$ cat src/rtl/pc_pkg.sv
// Shared types, default constants and the control-priority decode for the PC unit.
package pc_pkg;

  typedef enum logic [2:0] {
    SEL_INC,
    SEL_JUMP,
    SEL_CALL,
    SEL_RET,
    SEL_IRQ,
    SEL_HOLD
  } pc_sel_t;

  localparam int unsigned DEFAULT_WIDTH        = 16;
  localparam int unsigned DEFAULT_DEPTH        = 8;
  localparam int unsigned DEFAULT_RESET_VECTOR = 32'h0000_0000;
  localparam int unsigned DEFAULT_IRQ_VECTOR   = 32'h0000_0010;

  // Resolve the concurrent control inputs to a single PC source, highest priority first.
  // iret and ret both map to SEL_RET; the caller uses iret separately to leave interrupt mode.
  function automatic pc_sel_t pc_select(
    input logic stall,
    input logic irq,
    input logic in_irq,
    input logic iret,
    input logic ret,
    input logic call,
    input logic destination_pc,
    input logic store_enabled
  );
    pc_sel_t sel;
    if (stall) begin
      sel = SEL_HOLD;
    end else if (irq && !in_irq) begin
      sel = SEL_IRQ;
    end else if (iret || ret) begin
      sel = SEL_RET;
    end else if (call) begin
      sel = SEL_CALL;
    end else if (destination_pc && store_enabled) begin
      sel = SEL_JUMP;
    end else begin
      sel = SEL_INC;
    end
    return sel;
  endfunction

endpackage

$ cat src/rtl/pc_stack_if.sv
// Execute-stage / fetch-side signal bundle of the PC unit.
interface pc_stack_if #(
  parameter int unsigned WIDTH = 16,
  parameter int unsigned DEPTH = 8
);
  localparam int unsigned DW = $clog2(DEPTH) + 1;

  logic             stall;
  logic             store_enabled;
  logic             destination_pc;
  logic             call;
  logic             ret;
  logic             iret;
  logic             irq;
  logic [WIDTH-1:0] source_value;
  logic [WIDTH-1:0] current_pc;
  logic [WIDTH-1:0] next_pc;
  logic             in_irq;
  logic [DW-1:0]    stack_depth;
  logic             stack_overflow;
  logic             stack_underflow;

  // Pipeline side: drives controls, observes the PC.
  modport master (
    output stall, store_enabled, destination_pc, call, ret, iret, irq, source_value,
    input  current_pc, next_pc, in_irq, stack_depth, stack_overflow, stack_underflow
  );

  // PC unit side.
  modport slave (
    input  stall, store_enabled, destination_pc, call, ret, iret, irq, source_value,
    output current_pc, next_pc, in_irq, stack_depth, stack_overflow, stack_underflow
  );

endinterface

$ cat src/rtl/pc_return_stack.sv
// Register-array LIFO for return addresses. Callers must not push while full or pop while
// empty; both are also masked here so the occupancy can never leave [0, DEPTH].
module pc_return_stack #(
  parameter int unsigned WIDTH = 16,
  parameter int unsigned DEPTH = 8,
  localparam int unsigned IW   = $clog2(DEPTH),
  localparam int unsigned DW   = IW + 1
) (
  input  logic             clock,
  input  logic             reset,
  input  logic             push,
  input  logic             pop,
  input  logic [WIDTH-1:0] push_value,
  output logic [WIDTH-1:0] top,
  output logic [DW-1:0]    depth,
  output logic             full,
  output logic             empty
);

  logic [WIDTH-1:0] mem_q [DEPTH];
  logic [DW-1:0]    depth_q;
  logic [IW-1:0]    wr_idx;
  logic [IW-1:0]    rd_idx;

  // Index decode; rd_idx wraps to DEPTH-1 when full, which is the topmost entry.
  always_comb begin
    wr_idx = depth_q[IW-1:0];
    rd_idx = wr_idx - IW'(1);
    full   = (depth_q == DW'(DEPTH));
    empty  = (depth_q == '0);
    top    = mem_q[rd_idx];
    depth  = depth_q;
  end

  // Entry storage; contents need no reset since occupancy gates every read.
  always_ff @(posedge clock) begin
    if (push && !full) begin
      mem_q[wr_idx] <= push_value;
    end
  end

  // Occupancy counter.
  always_ff @(posedge clock) begin
    if (reset) begin
      depth_q <= '0;
    end else if (push && !full) begin
      depth_q <= depth_q + DW'(1);
    end else if (pop && !empty) begin
      depth_q <= depth_q - DW'(1);
    end
  end

endmodule

$ cat src/rtl/pc_stack.sv
// Program-counter unit: increment, jump, call/return via a hardware return stack,
// single-level interrupt entry/exit and pipeline stall.
module pc_stack
  import pc_pkg::*;
#(
  parameter int unsigned WIDTH        = DEFAULT_WIDTH,
  parameter int unsigned DEPTH        = DEFAULT_DEPTH,
  parameter int unsigned RESET_VECTOR = DEFAULT_RESET_VECTOR,
  parameter int unsigned IRQ_VECTOR   = DEFAULT_IRQ_VECTOR,
  localparam int unsigned DW          = $clog2(DEPTH) + 1
) (
  input logic       clock,
  input logic       reset,
  pc_stack_if.slave bus
);

  localparam logic [WIDTH-1:0] ResetPc = WIDTH'(RESET_VECTOR);
  localparam logic [WIDTH-1:0] IrqPc   = WIDTH'(IRQ_VECTOR);

  logic [WIDTH-1:0] current_pc_q, next_pc_d, inc;
  logic             in_irq_q, in_irq_d;
  logic             overflow_q, overflow_d;
  logic             underflow_q, underflow_d;
  logic             push, pop;
  logic [WIDTH-1:0] top;
  logic [DW-1:0]    depth;
  logic             full, empty;
  pc_sel_t          sel;

  pc_return_stack #(
    .WIDTH (WIDTH),
    .DEPTH (DEPTH)
  ) u_stack (
    .clock      (clock),
    .reset      (reset),
    .push       (push),
    .pop        (pop),
    .push_value (inc),
    .top        (top),
    .depth      (depth),
    .full       (full),
    .empty      (empty)
  );

  // Priority decode of the control inputs.
  always_comb begin
    inc = current_pc_q + WIDTH'(1);
    sel = pc_select(bus.stall, bus.irq, in_irq_q, bus.iret, bus.ret, bus.call,
                    bus.destination_pc, bus.store_enabled);
  end

  // Next PC, stack strobes and mode/flag next-state; full/empty qualify push/pop here.
  always_comb begin
    next_pc_d   = current_pc_q;
    push        = 1'b0;
    pop         = 1'b0;
    in_irq_d    = in_irq_q;
    overflow_d  = overflow_q;
    underflow_d = underflow_q;
    unique case (sel)
      SEL_HOLD: ;
      SEL_IRQ: begin
        next_pc_d = IrqPc;
        in_irq_d  = 1'b1;
        if (full) overflow_d = 1'b1;
        else      push       = 1'b1;
      end
      SEL_RET: begin
        if (empty) begin
          next_pc_d   = inc;
          underflow_d = 1'b1;
        end else begin
          next_pc_d = top;
          pop       = 1'b1;
        end
        if (bus.iret) in_irq_d = 1'b0;
      end
      SEL_CALL: begin
        next_pc_d = bus.source_value;
        if (full) overflow_d = 1'b1;
        else      push       = 1'b1;
      end
      SEL_JUMP: next_pc_d = bus.source_value;
      SEL_INC:  next_pc_d = inc;
      default:  next_pc_d = inc;
    endcase
  end

  // PC, interrupt mode and sticky flag registers; reset overrides everything.
  always_ff @(posedge clock) begin
    if (reset) begin
      current_pc_q <= ResetPc;
      in_irq_q     <= 1'b0;
      overflow_q   <= 1'b0;
      underflow_q  <= 1'b0;
    end else begin
      current_pc_q <= next_pc_d;
      in_irq_q     <= in_irq_d;
      overflow_q   <= overflow_d;
      underflow_q  <= underflow_d;
    end
  end

  assign bus.current_pc      = current_pc_q;
  assign bus.next_pc         = next_pc_d;
  assign bus.in_irq          = in_irq_q;
  assign bus.stack_depth     = depth;
  assign bus.stack_overflow  = overflow_q;
  assign bus.stack_underflow = underflow_q;

endmodule

$ cat src/flat_wrapper.sv
// flat-port wrapper written by rule: the top's interface ports become plain ports
module pc_stack_flat import pc_pkg::*;
#(
  parameter int unsigned WIDTH        = DEFAULT_WIDTH,
  parameter int unsigned DEPTH        = DEFAULT_DEPTH,
  parameter int unsigned RESET_VECTOR = DEFAULT_RESET_VECTOR,
  parameter int unsigned IRQ_VECTOR   = DEFAULT_IRQ_VECTOR,
  localparam int unsigned DW          = $clog2(DEPTH) + 1
)
  (clock, reset, bus_stall, bus_store_enabled, bus_destination_pc, bus_call, bus_ret, bus_iret, bus_irq, bus_source_value, bus_current_pc, bus_next_pc, bus_in_irq, bus_stack_depth, bus_stack_overflow, bus_stack_underflow);
  pc_stack_if #(.WIDTH(WIDTH), .DEPTH(DEPTH)) bus_i ();
  input logic clock;
  input logic reset;
  input wire logic [$bits(bus_i.stall)-1:0] bus_stall;
  input wire logic [$bits(bus_i.store_enabled)-1:0] bus_store_enabled;
  input wire logic [$bits(bus_i.destination_pc)-1:0] bus_destination_pc;
  input wire logic [$bits(bus_i.call)-1:0] bus_call;
  input wire logic [$bits(bus_i.ret)-1:0] bus_ret;
  input wire logic [$bits(bus_i.iret)-1:0] bus_iret;
  input wire logic [$bits(bus_i.irq)-1:0] bus_irq;
  input wire logic [$bits(bus_i.source_value)-1:0] bus_source_value;
  output wire logic [$bits(bus_i.current_pc)-1:0] bus_current_pc;
  output wire logic [$bits(bus_i.next_pc)-1:0] bus_next_pc;
  output wire logic [$bits(bus_i.in_irq)-1:0] bus_in_irq;
  output wire logic [$bits(bus_i.stack_depth)-1:0] bus_stack_depth;
  output wire logic [$bits(bus_i.stack_overflow)-1:0] bus_stack_overflow;
  output wire logic [$bits(bus_i.stack_underflow)-1:0] bus_stack_underflow;
  assign bus_i.stall = bus_stall;
  assign bus_i.store_enabled = bus_store_enabled;
  assign bus_i.destination_pc = bus_destination_pc;
  assign bus_i.call = bus_call;
  assign bus_i.ret = bus_ret;
  assign bus_i.iret = bus_iret;
  assign bus_i.irq = bus_irq;
  assign bus_i.source_value = bus_source_value;
  assign bus_current_pc = bus_i.current_pc;
  assign bus_next_pc = bus_i.next_pc;
  assign bus_in_irq = bus_i.in_irq;
  assign bus_stack_depth = bus_i.stack_depth;
  assign bus_stack_overflow = bus_i.stack_overflow;
  assign bus_stack_underflow = bus_i.stack_underflow;
  pc_stack #(.WIDTH(WIDTH), .DEPTH(DEPTH), .RESET_VECTOR(RESET_VECTOR), .IRQ_VECTOR(IRQ_VECTOR)) u_core (.clock(clock), .reset(reset), .bus(bus_i));
endmodule
$ cat config.mk
export PLATFORM = sky130hd
export DESIGN_NAME = pc_stack_flat
export DESIGN_NICKNAME = d
export VERILOG_FILES = /design/src/rtl/pc_pkg.sv /design/src/rtl/pc_stack_if.sv /design/src/rtl/pc_return_stack.sv /design/src/rtl/pc_stack.sv /design/src/flat_wrapper.sv
export SDC_FILE = /design/constraint.sdc
export NUM_CORES = 1
export LEC_CHECK = 0
export BUFFER_PORTS_ARGS = -buffer_cell sky130_fd_sc_hd__buf_2
export CAP_MARGIN = 20
export CELL_PAD_IN_SITES_DETAIL_PLACEMENT = 1
export CELL_PAD_IN_SITES_GLOBAL_PLACEMENT = 1
export CORE_AREA = 8 8 137 139
export DETAILED_ROUTE_END_ITERATION = 7
export DIE_AREA = 0 0 145 147
export GPL_ROUTABILITY_DRIVEN = 1
export MAX_ROUTING_LAYER = met4
export PLACE_DENSITY = 0.74
export RECOVER_POWER = 25
export SYNTH_ARGS = -nofsm -noshare
export SYNTH_HDL_FRONTEND = slang
export SYNTH_SLANG_ARGS = --single-unit
$ cat constraint.sdc
create_clock -name clock -period 8.35 [get_ports clock]
set_clock_uncertainty 0.15 [all_clocks]
set_input_delay 1.2525 -clock clock [delete_from_list [all_inputs] [get_ports clock]]
set_output_delay 1.2525 -clock clock [all_outputs]
set_load 0.01 [all_outputs]
==> impl_metrics.tcl <==
set metrics [dict create \
    endpoint_kind "output port" \
    synth_edf_count 128 \
    min_period_ns 5.38 \
    syn_avg_cell_area_um2 15.1 \
    synth_warnings 0 \
    min_from "u_core.bus.stack_overflow$_SDFFE_PP0P_" \
    cap_violations 0 \
    slew_headroom 0.0472 \
    hold_depth 2 \
    synthFlopType "edfxtp_1" \
    drt_iter0_markers 341 \
    status "finished clean" \
    r2r_cells 8 \
    finalNonFillerCells 736 \
    cts_setup_buffers 0 \
    clock_sink_count 151 \
    firstDrtPassIters 7 \
    holdCritPathClass "register to register" \
    max_freq_mhz 186 \
    ant_nets 0 \
    p_per_area_nw_per_um2 310 \
    synth_fa_ha_area_frac 0.0109 \
    seq_area_frac_synth 0.667 \
    portBuffers 63 \
    clock_latency_ns 0.43 \
    rows 48 \
    grt_max_degree 47 \
    setup_violations 0 \
    ys_types 46 \
    cts_hold_buf 0 \
    crit_path_start_kind "register" \
    synthCells 428 \
    synthArstFlopShare 0 \
    worst_pin_slew_ns 1.43 \
    io-pin-count 64 \
    hpwl_um 11400 \
    initial_utilization 0.385 \
    cts_buffers 17 \
    hold_path_end "u_core.bus.stack_overflow$_SDFFE_PP0P_" \
    cp.arrival_ns 3.98 \
    final_area_um2 7690 \
    die_w_um 145 \
    gp_congestion 0.763 \
    wl_per_cell_um 23.6 \
    placed_area_um2 7060 \
    wirelength_um 17400 \
    r2r_slack_ns 4.64 \
    synth_fp_nets 458 \
    grt_pass1_vias 4402 \
    r2r-start "u_core.u_stack.depth[0]$_SDFFE_PP0P_" \
    critical_path.max_fanout 29 \
    cts_tree "yes" \
    die_y_um 147 \
    ys_top_cells_by_area "edfxtp_1 (60%), dfxtp_1 (7.1%), mux4_2 (6.3%)" \
    antenna_found_initial 0 \
    synth_compound_area_frac 0.0717 \
    nets 528 \
    core_um2 16800 \
    clk_pin_slew_worst_paths_ns 0.06 \
    synthMuxAreaShare 0.119 \
    crit_type "register to output port" \
    dp_cells 703 \
    post_drt_via_cell_ratio 5.59 \
    rr_endpoint "u_core.bus.current_pc[15]$_SDFF_PP0_" \
    syn_area_um2 6450 \
    route.detailed.drc 0 \
    cts_resized 0 \
    grt_pass1_wl_um 26800 \
    slew_violations 0 \
    synthXorXnorAreaFrac 0.0244 \
    ys_ff_latch 151 \
    vias 4115 \
    area_growth_pct 19.1 \
    fin_setup_tns_ns 0 \
    rsz0062_at_grt "no" \
    hold_viol 0 \
    num_antenna_cells 0 \
    dieArea_um2 21300 \
    crit_required_ns 6.95 \
    power.leakage_nw 2.75 \
    cts-root-buf "clkbuf_16" \
    synth_top_area_cell "edfxtp_1" \
    nFillCells 1667 \
    synth-simple-area-share 0.0816 \
    clock_path_buffers 2 \
    h-tree-depth 4 \
    fin_crit_sh 0.645 \
    synth_top_family_by_area "multiplexers" \
    drive_gt1_frac 0.250 \
    ir_worst_vdd_uv 238 \
    yosys.area.top_type_share 0.596 \
    grtUsageTotal 0.171 \
    overflow 0 \
]
## power breakdown
| part | leakage [nW] | internal, mW | switching, mW |
|---|---|---|---|
| Combinational | 1.09 | 0.247 | 0.366 |
| Clock | 0.298 | 0.507 | 0.303 |
| Sequential | 1.37 | 0.893 | 0.0689 |
## worst max-delay path, stage by stage, from the launching register on
cell and delay (ns):
dfxtp_2 1.00, inv_1 0.39, ha_2 0.35, xor2_1 0.15
buf_4 0.22, nor2_1 0.55, a221oi_1 0.23, a222oi_1 0.41
nand2_1 0.09, buf_2 0.16
## cell families after synthesis
family,Yosys count
adders and majority gates,5
DFF,151
xor gates and xnor gates,18
and+or+nand+nor,106
AOI/OAI and AO/OA,63
buffers and inverters,31
muxes,54
## layout make-up
cell class / count / area, µm² / area share
sequential: 151 / 4310 / 0.560
clock buffer: 20 / 447 / 0.0581
multi-input combinational: 246 / 2060 / 0.268
tap: 225 / 282 / 0.0366
clock inverter: 12 / 175 / 0.0228
timing repair buffer: 70 / 374 / 0.0487
inverter: 12 / 45.0 / 0.00586
## how the worst max path moves through the flow
stage                                         startpoint              end  slack [ns]  cells after the start
floorplan                                        bus_ret   bus_next_pc[1]        4.38                      6
detailed placement  u_core.u_stack.depth[0]$_SDFFE_PP0P_  bus_next_pc[15]        3.41                      8
finish              u_core.u_stack.depth[0]$_SDFFE_PP0P_  bus_next_pc[15]        2.97                      9
CTS                 u_core.u_stack.depth[0]$_SDFFE_PP0P_  bus_next_pc[15]        2.91                      9
global placement    u_core.u_stack.depth[0]$_SDFFE_PP0P_  bus_next_pc[15]        3.43                      8
global route        u_core.u_stack.depth[0]$_SDFFE_PP0P_  bus_next_pc[15]        2.64                      9
## routing by layer
layer / part of all wire / wire (µm) / track usage
met1: 0.44 / 7580 / 0.206
met5: 0 / 0 / -
met3: 0.037 / 649 / 0.0341
met2: 0.51 / 8860 / 0.282
met4: 0.015 / 262 / 0.0652
## synth_stat cells, types with 3 or more instances
cell	number
a21o_1	4
a21oi_1	13
a221oi_1	6
a222oi_1	5
a22oi_1	17
a31oi_1	6
and2_1	6
buf_2	8
buf_4	3
buf_6	3
dfxtp_1	23
edfxtp_1	128
ha_1	4
inv_1	12
mux2i_1	35
mux4_2	18
nand2_1	35
nand2b_1	3
nand3_1	14
nand4_1	3
nor2_1	17
nor3_1	13
nor4_1	4
o221ai_1	5
xnor2_1	8
xor2_1	10
## cells in the final DEF (no fill, tap or decap), types with 5 or more instances in the layout
| cell | n |
|---|---|
| a21oi_1 | 13 |
| a221oi_1 | 6 |
| a222oi_1 | 5 |
| a22oi_1 | 17 |
| a31oi_1 | 6 |
| and2_1 | 6 |
| buf_2 | 62 |
| buf_4 | 6 |
| clkbuf_16 | 17 |
| dfxtp_1 | 22 |
| edfxtp_1 | 128 |
| inv_1 | 12 |
| mux2i_1 | 35 |
| mux4_2 | 18 |
| nand2_1 | 35 |
| nand3_1 | 14 |
| nor2_1 | 17 |
| nor3_1 | 7 |
| nor3_4 | 6 |
| o221ai_1 | 5 |
| xnor2_1 | 8 |
| xor2_1 | 10 |
## through the flow
stage                     utilization  power [mW]  setup slack (ns)  hold slack, ns
final                           0.459        2.39              2.97           0.335
after global routing            0.459        2.47              2.64           0.353
after CTS                       0.458        2.40              2.91           0.338
after detailed placement        0.421        1.59              3.41           0.320
after global placement          0.421        1.57              3.43           0.299
after floorplan                     -        1.38              4.38           0.355
## sequential cells by signal, summed over array words and instances (netlist names)
register	flops
u_core.bus.stack_overflow	1
u_core.bus.stack_underflow	1
u_core.bus.current_pc	16
u_core.u_stack.depth	4
u_core.u_stack.mem_q	128
u_core.bus.in_irq	1
Power figures use the tool's default switching activity.
